$ cat src/rtl/brent_kung_adder_pipe.sv
`timescale 1ns/1ps
`default_nettype none
// ============================================================================
// Module      : brent_kung_adder_pipe
// Description : Pipelined, WIDTH-generic Brent-Kung prefix adder/subtractor
//               with valid/ready handshake and one beat per cycle throughput.
//               S1 registers the conditioned operands, the up-sweep of the
//               prefix tree runs after S1, an optional S2 (PIPE_MID=1) cuts
//               between up-sweep and down-sweep, and S3 registers the result.
// Parameters  : WIDTH    operand width, power of two and >= 2
//               PIPE_MID 1 = register between up-sweep and down-sweep
// Ports       : clk, rst (async, active high)
//               in_valid/in_ready, a, b, cin, sub   - operand beat
//               out_valid/out_ready, sum, cout[, ovf] - result beat
// Macro       : BKA_OVF_EN - adds the signed-overflow output ovf
// Revision    : 1.0 - initial release
// ============================================================================
module brent_kung_adder_pipe #(
    parameter int WIDTH    = 16,
    parameter int PIPE_MID = 1
) (
    input  logic             clk,
    input  logic             rst,
    input  logic             in_valid,
    output logic             in_ready,
    input  logic [WIDTH-1:0] a,
    input  logic [WIDTH-1:0] b,
    input  logic             cin,
    input  logic             sub,
    output logic             out_valid,
    input  logic             out_ready,
    output logic [WIDTH-1:0] sum,
    output logic             cout
`ifdef BKA_OVF_EN
    ,
    output logic             ovf
`endif
);

    localparam int c_LEVELS = (WIDTH > 1) ? $clog2(WIDTH) : 1;

    if ((WIDTH < 2) || ((WIDTH & (WIDTH - 1)) != 0)) begin : g_width_check
        $error("brent_kung_adder_pipe: WIDTH must be a power of two >= 2");
    end

    // ---------------- handshake enables ----------------
    logic w_s1_en;
    logic w_mid_en;
    logic w_s3_en;
    logic w_mid_vld;

    // ---------------- S1: conditioned operands ----------------
    logic             r_s1_vld;
    logic [WIDTH-1:0] r_s1_a;
    logic [WIDTH-1:0] r_s1_b;    // b already inverted for subtract
    logic             r_s1_c;    // effective carry-in

    assign w_s1_en  = !r_s1_vld || w_mid_en;
    assign in_ready = w_s1_en;

    always_ff @(posedge clk or posedge rst) begin
        if (rst) begin
            r_s1_vld <= 1'b0;
            r_s1_a   <= '0;
            r_s1_b   <= '0;
            r_s1_c   <= 1'b0;
        end else if (w_s1_en) begin
            r_s1_vld <= in_valid;
            if (in_valid) begin
                r_s1_a <= a;
                r_s1_b <= sub ? ~b : b;
                r_s1_c <= cin ^ sub;
            end
        end
    end

    // ---------------- up-sweep (reduction) ----------------
    // Level k+1 combines span-2^k groups into span-2^(k+1) groups at indices
    // that sit on top of an aligned group; every other bit passes through.
    logic [WIDTH-1:0] w_gu [0:c_LEVELS];
    logic [WIDTH-1:0] w_pu [0:c_LEVELS];

    always_comb begin
        w_gu[0] = r_s1_a & r_s1_b;
        w_pu[0] = r_s1_a ^ r_s1_b;
        for (int k = 0; k < c_LEVELS; k++) begin
            w_gu[k+1] = w_gu[k];
            w_pu[k+1] = w_pu[k];
            for (int i = 0; i < WIDTH; i++) begin
                if (((i + 1) % (2 << k)) == 0) begin
                    w_gu[k+1][i] = w_gu[k][i] | (w_pu[k][i] & w_gu[k][i - (1 << k)]);
                    w_pu[k+1][i] = w_pu[k][i] & w_pu[k][i - (1 << k)];
                end
            end
        end
    end

    // ---------------- mid boundary (optional S2) ----------------
    logic [WIDTH-1:0] w_mid_g;   // up-sweep group generate
    logic [WIDTH-1:0] w_mid_pp;  // up-sweep group propagate
    logic [WIDTH-1:0] w_mid_p;   // bitwise propagate for the final xor
    logic             w_mid_c;
`ifdef BKA_OVF_EN
    logic             w_mid_amsb;
`endif

    if (PIPE_MID != 0) begin : g_mid
        logic             r_s2_vld;
        logic [WIDTH-1:0] r_s2_g;
        logic [WIDTH-1:0] r_s2_pp;
        logic [WIDTH-1:0] r_s2_p;
        logic             r_s2_c;
`ifdef BKA_OVF_EN
        logic             r_s2_amsb;
`endif
        assign w_mid_en = !r_s2_vld || w_s3_en;

        always_ff @(posedge clk or posedge rst) begin
            if (rst) begin
                r_s2_vld  <= 1'b0;
                r_s2_g    <= '0;
                r_s2_pp   <= '0;
                r_s2_p    <= '0;
                r_s2_c    <= 1'b0;
`ifdef BKA_OVF_EN
                r_s2_amsb <= 1'b0;
`endif
            end else if (w_mid_en) begin
                r_s2_vld <= r_s1_vld;
                if (r_s1_vld) begin
                    r_s2_g    <= w_gu[c_LEVELS];
                    r_s2_pp   <= w_pu[c_LEVELS];
                    r_s2_p    <= w_pu[0];
                    r_s2_c    <= r_s1_c;
`ifdef BKA_OVF_EN
                    r_s2_amsb <= r_s1_a[WIDTH-1];
`endif
                end
            end
        end

        assign w_mid_vld  = r_s2_vld;
        assign w_mid_g    = r_s2_g;
        assign w_mid_pp   = r_s2_pp;
        assign w_mid_p    = r_s2_p;
        assign w_mid_c    = r_s2_c;
`ifdef BKA_OVF_EN
        assign w_mid_amsb = r_s2_amsb;
`endif
    end else begin : g_no_mid
        assign w_mid_en   = w_s3_en;
        assign w_mid_vld  = r_s1_vld;
        assign w_mid_g    = w_gu[c_LEVELS];
        assign w_mid_pp   = w_pu[c_LEVELS];
        assign w_mid_p    = w_pu[0];
        assign w_mid_c    = r_s1_c;
`ifdef BKA_OVF_EN
        assign w_mid_amsb = r_s1_a[WIDTH-1];
`endif
    end

    // ---------------- down-sweep (distribution) ----------------
    // After it, bit i holds the prefix group [i:0]. At level k the bits that
    // sit halfway between two span-2^(k+1) tops extend from the prefix below.
    logic [WIDTH-1:0] w_gd;
    logic [WIDTH-1:0] w_pd;
    logic [WIDTH:0]   w_c;
    logic [WIDTH-1:0] w_sum;

    always_comb begin
        w_gd = w_mid_g;
        w_pd = w_mid_pp;
        for (int k = c_LEVELS - 2; k >= 0; k--) begin
            for (int i = 0; i < WIDTH; i++) begin
                if ((((i + 1) % (2 << k)) == (1 << k)) && (i >= (2 << k))) begin
                    w_gd[i] = w_gd[i] | (w_pd[i] & w_gd[i - (1 << k)]);
                    w_pd[i] = w_pd[i] & w_pd[i - (1 << k)];
                end
            end
        end
        w_c[0] = w_mid_c;
        for (int i = 0; i < WIDTH; i++) begin
            w_c[i+1] = w_gd[i] | (w_pd[i] & w_mid_c);
        end
        w_sum = w_mid_p ^ w_c[WIDTH-1:0];
    end

    // ---------------- S3: result ----------------
    logic             r_s3_vld;
    logic [WIDTH-1:0] r_s3_sum;
    logic             r_s3_cout;
`ifdef BKA_OVF_EN
    logic             r_s3_ovf;
    logic             w_ovf;
    // Equal operand signs give a zero propagate at the msb, so the msb of the
    // sum is the carry into it; overflow is that carry differing from a's sign.
    assign w_ovf = ~w_mid_p[WIDTH-1] & (w_c[WIDTH-1] ^ w_mid_amsb);
`endif

    assign w_s3_en = !r_s3_vld || out_ready;

    always_ff @(posedge clk or posedge rst) begin
        if (rst) begin
            r_s3_vld  <= 1'b0;
            r_s3_sum  <= '0;
            r_s3_cout <= 1'b0;
`ifdef BKA_OVF_EN
            r_s3_ovf  <= 1'b0;
`endif
        end else if (w_s3_en) begin
            r_s3_vld <= w_mid_vld;
            if (w_mid_vld) begin
                r_s3_sum  <= w_sum;
                r_s3_cout <= w_c[WIDTH];
`ifdef BKA_OVF_EN
                r_s3_ovf  <= w_ovf;
`endif
            end
        end
    end

    assign out_valid = r_s3_vld;
    assign sum       = r_s3_sum;
    assign cout      = r_s3_cout;
`ifdef BKA_OVF_EN
    assign ovf       = r_s3_ovf;
`endif

endmodule
`default_nettype wire
$ cat config.mk
export PLATFORM = sky130hd
export DESIGN_NAME = brent_kung_adder_pipe
export DESIGN_NICKNAME = d
export VERILOG_FILES = /design/src/rtl/brent_kung_adder_pipe.sv
export SDC_FILE = /design/constraint.sdc
export NUM_CORES = 1
export LEC_CHECK = 0
export ABC_CLOCK_PERIOD_IN_PS = 6100
export CELL_PAD_IN_SITES_DETAIL_PLACEMENT = 1
export CELL_PAD_IN_SITES_GLOBAL_PLACEMENT = 1
export CORE_ASPECT_RATIO = 0.75
export CORE_MARGIN = 2
export CORE_UTILIZATION = 48
export CTS_CLUSTER_SIZE = 14
export DETAILED_ROUTE_END_ITERATION = 8
export PLACE_DENSITY = 0.94
export SLEW_MARGIN = 20
export SYNTH_ARGS = -nofsm -noshare
export SYNTH_HDL_FRONTEND = slang
export SYNTH_SLANG_ARGS = --single-unit
$ cat constraint.sdc
create_clock -name clk -period 6.1 [get_ports clk]
set_input_delay 0.915 -clock clk [delete_from_list [all_inputs] [get_ports clk]]
set_output_delay 0.915 -clock clk [all_outputs]
set_load 0.01 [all_outputs]
==> results of run 1 <==
-- cell type report --
class                           count  area share (%)
Inverter                            8          0.5974
Timing Repair Buffer               57           10.85
Multi-Input combinational cell    246           35.58
Sequential cell                    94           44.92
Tap cell                          112           2.676
Clock buffer                       16           5.376
-- per-stage QoR --
step | hold slack (ns) | worst slack [ns]
after detailed placement | 0.4697 | 2.924
after CTS | 0.4837 | 2.902
after global placement | 0.4612 | 3.003
after global routing | 0.5160 | 2.870
after floorplan | 0.4463 | 2.736
final | 0.4789 | 2.900
-- worst max-delay path, cell delays in order --
cell and delay (ns):
clkdlybuf4s50_1 0.53, nor2b_4 0.06, nand3_1 0.17, clkdlybuf4s50_1 0.61
-- sequential cells by signal, indices dropped and copies added (netlist names), 8 cells and up --
name and cells:
g_mid.r_s2_pp 16, g_mid.r_s2_p 8, sum 16, r_s1_b 16
r_s1_a 16, g_mid.r_s2_g 16
-- logic make-up after synthesis --
group,Yosys count,synth area share [%]
adder cells (fa/ha/maj),17,4.879
buffers and inverters,24,3.301
AO/OA/AOI/OAI,65,8.553
multiplexers,55,14.95
XOR/XNOR,27,5.425
AND/OR/NAND/NOR,82,8.927
flip-flops,94,53.96
-- worst max-delay path by stage --
| stage | start | cells after the start | slack [ns] | end |
|---|---|---|---|---|
| CTS | out_ready | 4 | 2.90 | in_ready |
| finish | out_ready | 4 | 2.90 | in_ready |
| global route | out_ready | 4 | 2.87 | in_ready |
| floorplan | rst | 1 | 2.74 | cout$_DFFE_PP0P_ |
| detailed placement | out_ready | 4 | 2.92 | in_ready |
| global placement | out_ready | 4 | 3.00 | in_ready |
-- power by group through the flow --
stage,sequential [uW],combinational [uW],clock [uW]
after floorplan,939,405,0
after global routing,977,759,563
after detailed placement,958,682,0
final,954,693,531
after global placement,938,636,0
after CTS,954,698,540
-- layer usage --
layer,vias to the layer above,wire [um]
li1,1365,-
met2,69,5088
met5,-,0
met4,0,118
met3,10,413
met1,1474,4770
-- cells in the mapped netlist (2+ instances only) --
master,instances,area (um^2)
nand4_1,2,12.51
inv_1,8,30.03
o2111ai_1,3,26.28
mux2_2,41,461.7
nor2_1,6,22.52
buf_4,4,30.03
a211oi_1,2,15.01
buf_2,6,30.03
buf_6,2,22.52
xor2_1,20,175.2
or4_1,4,30.03
mux2i_1,4,40.04
xnor2_1,7,61.31
a21oi_1,14,70.07
nand3_1,5,25.02
nand2_1,53,198.9
mux2_4,10,150.1
a21o_2,2,17.52
o21ai_0,35,175.2
ha_1,17,212.7
nor2b_1,2,12.51
clkbuf_1,3,11.26
o211ai_1,2,15.01
dfrtp_1,94,2352
o21bai_1,2,15.01
==> key figures, run 1 <==
Setup path
  – CP Launch Type: input port
  – Crit path max fanout: 4
  – Reg2reg start: g_mid.r_s2_vld$_DFFE_PP0P_
  – Crit end category: output port
  – Register-to-Register Path Depth: 4
  – Worst Path Arrival: 2.29 ns
  – WS Path Type: input port to output port
  – RR Endpoint: g_mid.r_s2_pp[15]$_DFFE_PP0P_
  – FF-to-FF setup slack: 4.00 ns
  – Worst EP required: 5.18 ns

Final layout
  – Most frequent cells in the layout: dfrtp_1, clkdlybuf4s50_1, nand2_1, mux2_2, o21ai_0
  – Share of cells above drive strength 1: 17.34%
  – Footprint of the multi-input gates: 1863 um^2
  – Core Util, Final: 58.61%
  – FILL cells: 940
  – FF+latch area: 2352 um^2
  – Layout Cells excl Fill: 533
  – Layout area overhead: 20.12%
  – Final instance area: 5236 um^2
  – Nets: 471
  – Commonest non-fill, non-tap cell in the layout: dfrtp_1
  – Ant diodes: 0

Hold path
  – Worst hold path class: flip-flop to flip-flop
  – Launch point of the worst hold path: sum[0]$_DFFE_PP0P_
  – Hold Path Stages: 2
  – Worst Hold End: sum[0]$_DFFE_PP0P_

Run
  – Max-cap violations: 0

Global routing
  – Met3 Use GR: 4.406%
  – GRT overflow: 0
  – Global-route wire length before repair: 17.11 mm
  – Gr usage total: 22.91%
  – Pin count of the biggest net entering global routing: 69
  – Initial antenna violation count: 0
  – Vias in the first global route: 3198
  – GR peak layer: met2
  – Met1 Use GR: 30.62%
  – Met2 usage: 39.07%

Timing
  – FMAX: 0.3125 GHz
  – Final worst path period need: 3.200 ns
  – Tcrit/Tclk final: 52.47%
  – Final Hold Violating Endpoints: 0
  – Worst relative slew slack: 38.35%
  – Setup TNS: 0 ns
  – Clk_skew: 0.005916 ns
  – Worst Tran Pin Value: 0.9219 ns
  – Unrepaired setup endpoints after global routing: false
  – Final Max Slew Viols: 0
  – Final setup fails: 0

Clocking
  – H-tree Lvls: 3
  – Clock-pin slew on the worst setup and hold paths: 0.06 ns
  – Clock tree root driver cell: clkbuf_16
  – Clock sink count: 94
  – Skew-Pair Late Insertion Delay: 0.34 ns
  – CTS tree: done
  – Hold buffers post-CTS: 0
  – Post-cts sizing count: 0
  – Post CTS Setup Buffer Count: 0
  – CTS Buf Count: 9
  – Max Buffers Root-to-Sink: 2

Placed design
  – Dpl cells: 517
  – Buffers on Ports: 56
  – Placed cell area: 4955 um^2
  – HPWL Detailed: 7.339 mm
  – Routability cong.: 0.8166

Route
  – Drt wl/cell: 19.49 um
  – Detailed router's first-iteration violation count: 147
  – Post-Route WL: 10.39 mm
  – Drt first pass iters: 4
  – Vias: 2918
  – Final antenna-violating net count: 0
  – Avg Vias per Cell: 5.475
  – Drt drc: 0

Power and ir drop
  – Peak supply drop: 174.0 uV
  – Flop pwr share: 43.8%
  – Pwr dens: 415.9 nW/um^2
  – Power Total: 2178 uW
  – Net switching power: 702.9 uW
  – Clock power frac: 24.4%
  – Comb pwr share: 31.8%
  – Leakage power: 0.002320 uW
  – Switching Fraction: 32.28%
  – Internal power: 1475 uW

Die
  – I/O pin cnt: 57
  – Die Y: 86.53 um
  – Die area: 9868 um^2
  – Die Wd: 114.0 um
  – Initial core utilization: 48.80%
  – Core area: 8934 um^2
  – FP Rows: 30

Yosys
  – Post-synthesis cell type count: 41
  – Synth Net Count: 419
  – Avg Synthesized Cell Area: 11.98 um^2
  – Main synth FF type: dfrtp_1
  – Synth Warn #: 0
  – Post-synth EDFFs: 0
  – Seq/Total Area, Yosys: 53.96%
  – FFs w/ async S/R, synth: 100.0%
  – Mapped cell area: 4359 um^2
  – Post-synthesis register bit count: 94
  – Synth Instances: 364

Outcome
  – Outcome: finished, final reports clean
Power figures use the tool's default switching activity.
==> inputs of run 2 (changes only) <==
--- a/config.mk
+++ b/config.mk
@@ -5,15 +5,15 @@
 export SDC_FILE = /design/constraint.sdc
 export NUM_CORES = 1
 export LEC_CHECK = 0
-export ABC_CLOCK_PERIOD_IN_PS = 6100
+export ABC_CLOCK_PERIOD_IN_PS = 2800
 export CELL_PAD_IN_SITES_DETAIL_PLACEMENT = 1
 export CELL_PAD_IN_SITES_GLOBAL_PLACEMENT = 1
 export CORE_ASPECT_RATIO = 0.75
 export CORE_MARGIN = 2
-export CORE_UTILIZATION = 48
+export CORE_UTILIZATION = 40
 export CTS_CLUSTER_SIZE = 14
 export DETAILED_ROUTE_END_ITERATION = 8
-export PLACE_DENSITY = 0.94
+export PLACE_DENSITY = 0.85
 export SLEW_MARGIN = 20
 export SYNTH_ARGS = -nofsm -noshare
 export SYNTH_HDL_FRONTEND = slang
==> constraint.sdc (replaced) <==
create_clock -name clk -period 2.8 [get_ports clk]
set_input_delay 0.42 -clock clk [delete_from_list [all_inputs] [get_ports clk]]
set_output_delay 0.42 -clock clk [all_outputs]
set_load 0.01 [all_outputs]
==> key figures, run 2 (same netlist as run 1, synthesis figures left out) <==
Outcome
  – Outcome: finished, final reports clean

Power and ir drop
  – Clock power frac: 25.8% (+1.4 points)
  – Flop pwr share: 42.8% (-1.0 points)
  – Comb pwr share: 31.4% (-0.4 points)
  – Internal power: 3292 uW (+120%)
  – Switching Fraction: 31.72% (-0.56 points)
  – Peak supply drop: 335.9 uV (+93%)
  – Net switching power: 1530 uW (+120%)
  – Leakage power: 0.002361 uW (+1.8%)
  – Pwr dens: 899.4 nW/um^2 (+120%)

Setup path
  – Most frequent cell on the critical path: clkdlybuf4s50_1
  – WS Path Type: input port to output port
  – Top cell family by delay on the critical path: buffers and inverters
  – Critical path's slowest cell: clkdlybuf4s50_1
  – FF-to-FF setup slack: 0.95 ns (-3.05 ns)
  – Crit path max fanout: 4 (unchanged)
  – RR Endpoint: g_mid.r_s2_g[15]$_DFFE_PP0P_
  – Worst Path Arrival: 1.70 ns (-0.59 ns)
  – Crit end category: output port
  – CP Launch Type: input port
  – Reg2reg start: r_s1_a[11]$_DFFE_PP0P_
  – Register-to-Register Path Depth: 5 (+1)
  – Crit-path cells: clkdlybuf4s50_1, nor2b_4, nand3_1, clkdlybuf4s50_1
  – Bufs and invs on worst path: 2 (unchanged)
  – Worst EP required: 2.38 ns (-2.80 ns)
  – CP max stage delay: 0.56 ns (-0.05 ns)

Placed design
  – Worst slack at placement: 0.6112 ns (-2.312 ns)
  – HPWL Detailed: 7.165 mm (-2.4%)
  – Buffers on Ports: 56 (unchanged)
  – Routability cong.: 0.8838 (+8.2%)

Global routing
  – Initial antenna violation count: 0 (unchanged)
  – GRT overflow: 0 (unchanged)
  – Pin count of the biggest net entering global routing: 37 (-46%)
  – Gr usage total: 17.58% (-5.3 points)
  – Global-route wire length before repair: 15.98 mm (-6.6%)
  – Vias in the first global route: 3012 (-5.8%)

Clocking
  – Hold buffers post-CTS: 0 (unchanged)
  – Clock-pin slew on the worst setup and hold paths: 0.06 ns (about the same)
  – Post CTS Setup Buffer Count: 0 (unchanged)
  – H-tree Lvls: 3 (unchanged)
  – Clock tree root driver cell: clkbuf_16
  – Clock sink count: 94 (unchanged)
  – CTS tree: done
  – Max Buffers Root-to-Sink: 2 (unchanged)
  – CTS Buf Count: 9 (unchanged)
  – Skew-Pair Late Insertion Delay: 0.34 ns (about the same)
  – Post-cts sizing count: 0 (unchanged)

Route
  – Drt drc: 0 (unchanged)
  – Final antenna-violating net count: 0 (unchanged)
  – Drt first pass iters: 4 (unchanged)
  – Detailed router's first-iteration violation count: 106 (-28%)
  – Drt wl/cell: 17.52 um (-10%)
  – Vias: 2900 (-0.62%)
  – Avg Vias per Cell: 5.160 (-5.7%)
  – Post-Route WL: 9.849 mm (-5.2%)

Hold path
  – Worst Hold End: sum[12]$_DFFE_PP0P_
  – Hold Path Stages: 2 (unchanged)
  – Launch point of the worst hold path: sum[12]$_DFFE_PP0P_
  – Worst hold path class: flip-flop to flip-flop

Timing
  – FMAX: 0.4720 GHz
  – Final Max Slew Viols: 0 (unchanged)
  – Final worst setup slack: 0.6813 ns (-2.218 ns)
  – Clk_skew: 0.007365 ns (+0.001450 ns)
  – Worst relative slew slack: 57.85% (+20 points)
  – Setup TNS: 0 ns (unchanged)
  – Final setup fails: 0 (unchanged)
  – Unrepaired setup endpoints after global routing: false
  – Tcrit/Tclk final: 75.67%
  – Worst Tran Pin Value: 0.6309 ns (-0.2909 ns)
  – Final Hold Violating Endpoints: 0 (unchanged)
  – Final worst path period need: 2.119 ns

Die
  – Core area: 10450 um^2 (+17%)
  – FP Rows: 32 (+6.7%)
  – Initial core utilization: 41.71% (-7.1 points)
  – Die Y: 94.41 um (+9.1%)
  – I/O pin cnt: 57 (unchanged)
  – Die Wd: 124.5 um (+9.2%)
  – Die area: 11760 um^2 (+19%)

Final layout
  – Share of cells above drive strength 1: 19.01% (+1.7 points)
  – Most frequent cells in the layout: dfrtp_1, clkdlybuf4s50_1, nand2_1, mux2_2, o21ai_0
  – Nets: 476 (+1.1%)
  – Core Util, Final: 51.31% (-7.3 points)
  – Layout area overhead: 22.99%
  – Commonest non-fill, non-tap cell in the layout: dfrtp_1
  – Ant diodes: 0 (unchanged)

Run
  – Max-cap violations: 0 (unchanged)
run 2: cell count changes in the layout (fill, tap and decap cells not counted), moves of 2 or more:
cell	previous run	this run
buf_12	0	2
clkinvlp_4	0	2
clkbuf_1	4	1
clkinv_4	0	2
buf_4	1	4
run 2: power by group through the flow:
stage | clock [uW] | combinational (uW) | sequential, uW
floorplan | 0 | 883 | 2050
CTS | 1270 | 1530 | 2060
finish | 1240 | 1510 | 2060
global placement | 0 | 1420 | 2040
detailed placement | 0 | 1490 | 2080
global route | 1320 | 1650 | 2110
run 2: worst max-delay path by stage:
stage	from	to	slack, ns	cells after the start
detailed placement	out_ready	r_s1_a[14]$_DFFE_PP0P_	0.61	6
CTS	out_ready	in_ready	0.67	4
finish	out_ready	in_ready	0.68	4
global placement	out_ready	r_s1_a[0]$_DFFE_PP0P_	0.67	6
floorplan	out_valid$_DFFE_PP0P_	r_s1_a[0]$_DFFE_PP0P_	1.24	5
global route	out_ready	in_ready	0.57	4
run 2: through the flow:
step | instance area (um^2) | power, uW | hold slack [ns] | instances
after global routing | 5361 | 5081 | 0.4891 | 562
after floorplan | 4363 | 2928 | 0.4463 | 364
after global placement | 5050 | 3460 | 0.4597 | 546
after CTS | 5361 | 4861 | 0.4804 | 562
after detailed placement | 5050 | 3575 | 0.4658 | 546
final | 5361 | 4822 | 0.4769 | 562
run 2: area by class of cell:
class                      instances  area, um^2
clock buffer                      12       256.5
clock inverter                     4       55.05
fill                            1116        5089
inverter                           8       33.78
multi-input combinational        246        1863
sequential                        94        2352
tap                              136       170.2
timing repair buffer              62       630.6
run 2: tightest hold or removal path, cell delays in order, from the launching register on:
cell	delay [ns]
dfrtp_1	0.34
nand2_1	0.05
o21ai_0	0.06
run 2: metal layers:
| layer | vias up | wire length, um | GRT usage (%) |
|---|---|---|---|
| li1 | 1381 | - | - |
| met1 | 1442 | 4747 | 24.06 |
| met2 | 71 | 4525 | 28.73 |
| met3 | 6 | 511 | 3.796 |
| met4 | 0 | 65 | 4.775 |
| met5 | - | 0 | 0 |
==> inputs of run 3 (changes only) <==
--- a/config.mk
+++ b/config.mk
@@ -5,15 +5,15 @@
 export SDC_FILE = /design/constraint.sdc
 export NUM_CORES = 1
 export LEC_CHECK = 0
-export ABC_CLOCK_PERIOD_IN_PS = 2800
+export ABC_CLOCK_PERIOD_IN_PS = 2200
 export CELL_PAD_IN_SITES_DETAIL_PLACEMENT = 1
 export CELL_PAD_IN_SITES_GLOBAL_PLACEMENT = 1
 export CORE_ASPECT_RATIO = 0.75
 export CORE_MARGIN = 2
-export CORE_UTILIZATION = 40
+export CORE_UTILIZATION = 44
 export CTS_CLUSTER_SIZE = 14
 export DETAILED_ROUTE_END_ITERATION = 8
-export PLACE_DENSITY = 0.85
+export PLACE_DENSITY = 0.88
 export SLEW_MARGIN = 20
 export SYNTH_ARGS = -nofsm -noshare
 export SYNTH_HDL_FRONTEND = slang
==> constraint.sdc (replaced) <==
create_clock -name clk -period 2.2 [get_ports clk]
set_input_delay 0.33 -clock clk [delete_from_list [all_inputs] [get_ports clk]]
set_output_delay 0.33 -clock clk [all_outputs]
set_load 0.01 [all_outputs]
==> key figures, run 3 (same netlist as run 1, synthesis figures left out) <==
Global routing
  – GR peak layer: met2
  – Met2 usage: 32.85% (+4.1 points)
  – GRT overflow: 0 (unchanged)
  – Vias in the first global route: 3252 (+8.0%)
  – Met3 Use GR: 4.949% (+1.2 points)
  – Initial antenna violation count: 1 (+1)
  – Met1 Use GR: 27.83% (+3.8 points)
  – Pin count of the biggest net entering global routing: 95 (+160%)
  – Gr usage total: 20.64% (+3.1 points)
  – Global-route wire length before repair: 17.08 mm (+6.9%)

Clocking
  – H-tree Lvls: 3 (unchanged)
  – Clock sink count: 94 (unchanged)
  – Post-cts sizing count: 0 (unchanged)
  – CTS tree: done
  – Hold buffers post-CTS: 0 (unchanged)
  – Post CTS Setup Buffer Count: 0 (unchanged)
  – Clock tree root driver cell: clkbuf_16
  – CTS Buf Count: 9 (unchanged)
  – Clock-pin slew on the worst setup and hold paths: 0.06 ns (about the same)
  – Max Buffers Root-to-Sink: 2 (unchanged)
  – Skew-Pair Late Insertion Delay: 0.34 ns (about the same)

Final layout
  – Layout area overhead: 21.61%
  – Layout Cells excl Fill: 556 (-1.1%)
  – Commonest non-fill, non-tap cell in the layout: dfrtp_1
  – Most frequent cells in the layout: dfrtp_1, clkdlybuf4s50_1, nand2_1, mux2_2, o21ai_0
  – Final instance area: 5301 um^2 (-1.1%)
  – Share of cells above drive strength 1: 18.40% (-0.62 points)
  – Ant diodes: 0 (unchanged)
  – Nets: 476 (unchanged)

Timing
  – Final worst path period need: 1.996 ns
  – Tcrit/Tclk final: 90.71%
  – Worst Tran Pin Value: 0.5429 ns (-0.08808 ns)
  – Unrepaired setup endpoints after global routing: false
  – Clk_skew: 0.009107 ns (+0.001742 ns)
  – Final Max Slew Viols: 0 (unchanged)
  – Worst relative slew slack: 63.81% (+6.0 points)
  – Final Hold Violating Endpoints: 0 (unchanged)
  – Setup TNS: 0 ns (unchanged)
  – Final setup fails: 0 (unchanged)
  – FMAX: 0.5011 GHz
  – Hold_ws: 0.4542 ns (-0.02275 ns)

Die
  – Die Wd: 118.9 um (-4.5%)
  – Die area: 10730 um^2 (-8.8%)
  – Core area: 9658 um^2 (-7.6%)
  – I/O pin cnt: 57 (unchanged)
  – Initial core utilization: 45.14% (+3.4 points)
  – FP Rows: 31 (-3.1%)
  – Die Y: 90.20 um (-4.5%)

Placed design
  – HPWL Detailed: 7.272 mm (+1.5%)
  – Dpl cells: 542 (-0.73%)
  – Routability cong.: 0.8761 (-0.87%)
  – Placed cell area: 5045 um^2 (about the same)
  – Buffers on Ports: 56 (unchanged)

Route
  – Drt wl/cell: 18.13 um (+3.5%)
  – Final antenna-violating net count: 0 (unchanged)
  – Vias: 2919 (+0.66%)
  – Drt first pass iters: 4 (unchanged)
  – Detailed router's first-iteration violation count: 116 (+9.4%)
  – Avg Vias per Cell: 5.250 (+1.7%)
  – Drt drc: 0 (unchanged)
  – Post-Route WL: 10.08 mm (+2.4%)

Power and ir drop
  – Pwr dens: 1121 nW/um^2 (+25%)
  – Leakage power: 0.002341 uW (-0.87%)
  – Peak supply drop: 408.1 uV (+21%)

Setup path
  – Worst EP required: 1.87 ns (-0.51 ns)
  – CP Launch Type: input port
  – Worst Path Arrival: 1.67 ns (-0.03 ns)
  – Crit path max fanout: 4 (unchanged)
  – Crit end category: output port
  – WS Path Type: input port to output port

Run
  – Max-cap violations: 0 (unchanged)

Outcome
  – Outcome: finished, final reports clean

Hold path
  – Worst hold path class: input port to async pin
==> run 3: cell count changes in the layout (fill, tap and decap cells not counted) <==
cell        previous run  this run
clkinv_2               0         2
clkbuf_8               2         1
clkinv_4               2         0
bufinv_16              1         0
clkinvlp_4             2         1
clkbuf_1               1         2
==> run 3: layout make-up <==
class	count	area, um^2
Multi-Input combinational cell	246	1863
Timing Repair Buffer	62	630.6
Inverter	8	33.78
Clock buffer	12	246.5
Sequential cell	94	2352
Clock inverter	2	10.01
Fill cell	1009	4357
Tap cell	132	165.2
==> run 3: per-layer routing <==
metal  part of all wire (%)  vias to the layer above  wire length [um]
li1                       -                     1375                 -
met1                     47                     1453              4702
met2                     47                       77              4690
met3                    5.1                       14               514
met4                    1.7                        0               172
met5                      0                        -                 0
==> run 3: critical path, stage by stage <==
cell and delay, ns:
clkdlybuf4s50_1 0.45, nor2b_4 0.16, nand3_1 0.18, clkdlybuf4s50_1 0.55
==> run 3: per-stage QoR <==
stage                     power (uW)  worst slack [ns]  utilization [%]
after floorplan                 3727            0.6378                -
after global placement          4404            0.2449            52.23
after detailed placement        4587            0.2025            52.23
after CTS                       6000            0.1927            54.89
after global routing            6321            0.1481            54.89
final                           5944            0.2044            54.89
==> run 3: path summary, 6_finish.rpt <==
check                                 startpoint                            to  slack (ns)  cells after the start
max                                    out_ready                      in_ready        0.20                      4
min                                          rst           sum[13]$_DFFE_PP0P_        0.45                      3
max reg2reg                r_s1_a[9]$_DFFE_PP0P_  g_mid.r_s2_g[15]$_DFFE_PP0P_        0.33                      5
min reg2reg                   sum[2]$_DFFE_PP0P_            sum[2]$_DFFE_PP0P_        0.48                      2
max in group asynchronous                    rst         r_s1_b[9]$_DFFE_PP0P_        1.30                      3
min in group clk              sum[2]$_DFFE_PP0P_            sum[2]$_DFFE_PP0P_        0.48                      2
==> run 3: where the power goes <==
| group | switching [uW] | total [uW] | internal (uW) |
|---|---|---|---|
| Combinational | 938 | 1930 | 996 |
| Sequential | 376 | 2630 | 2250 |
| Clock | 602 | 1380 | 781 |
| Total | 1920 | 5940 | 4030 |
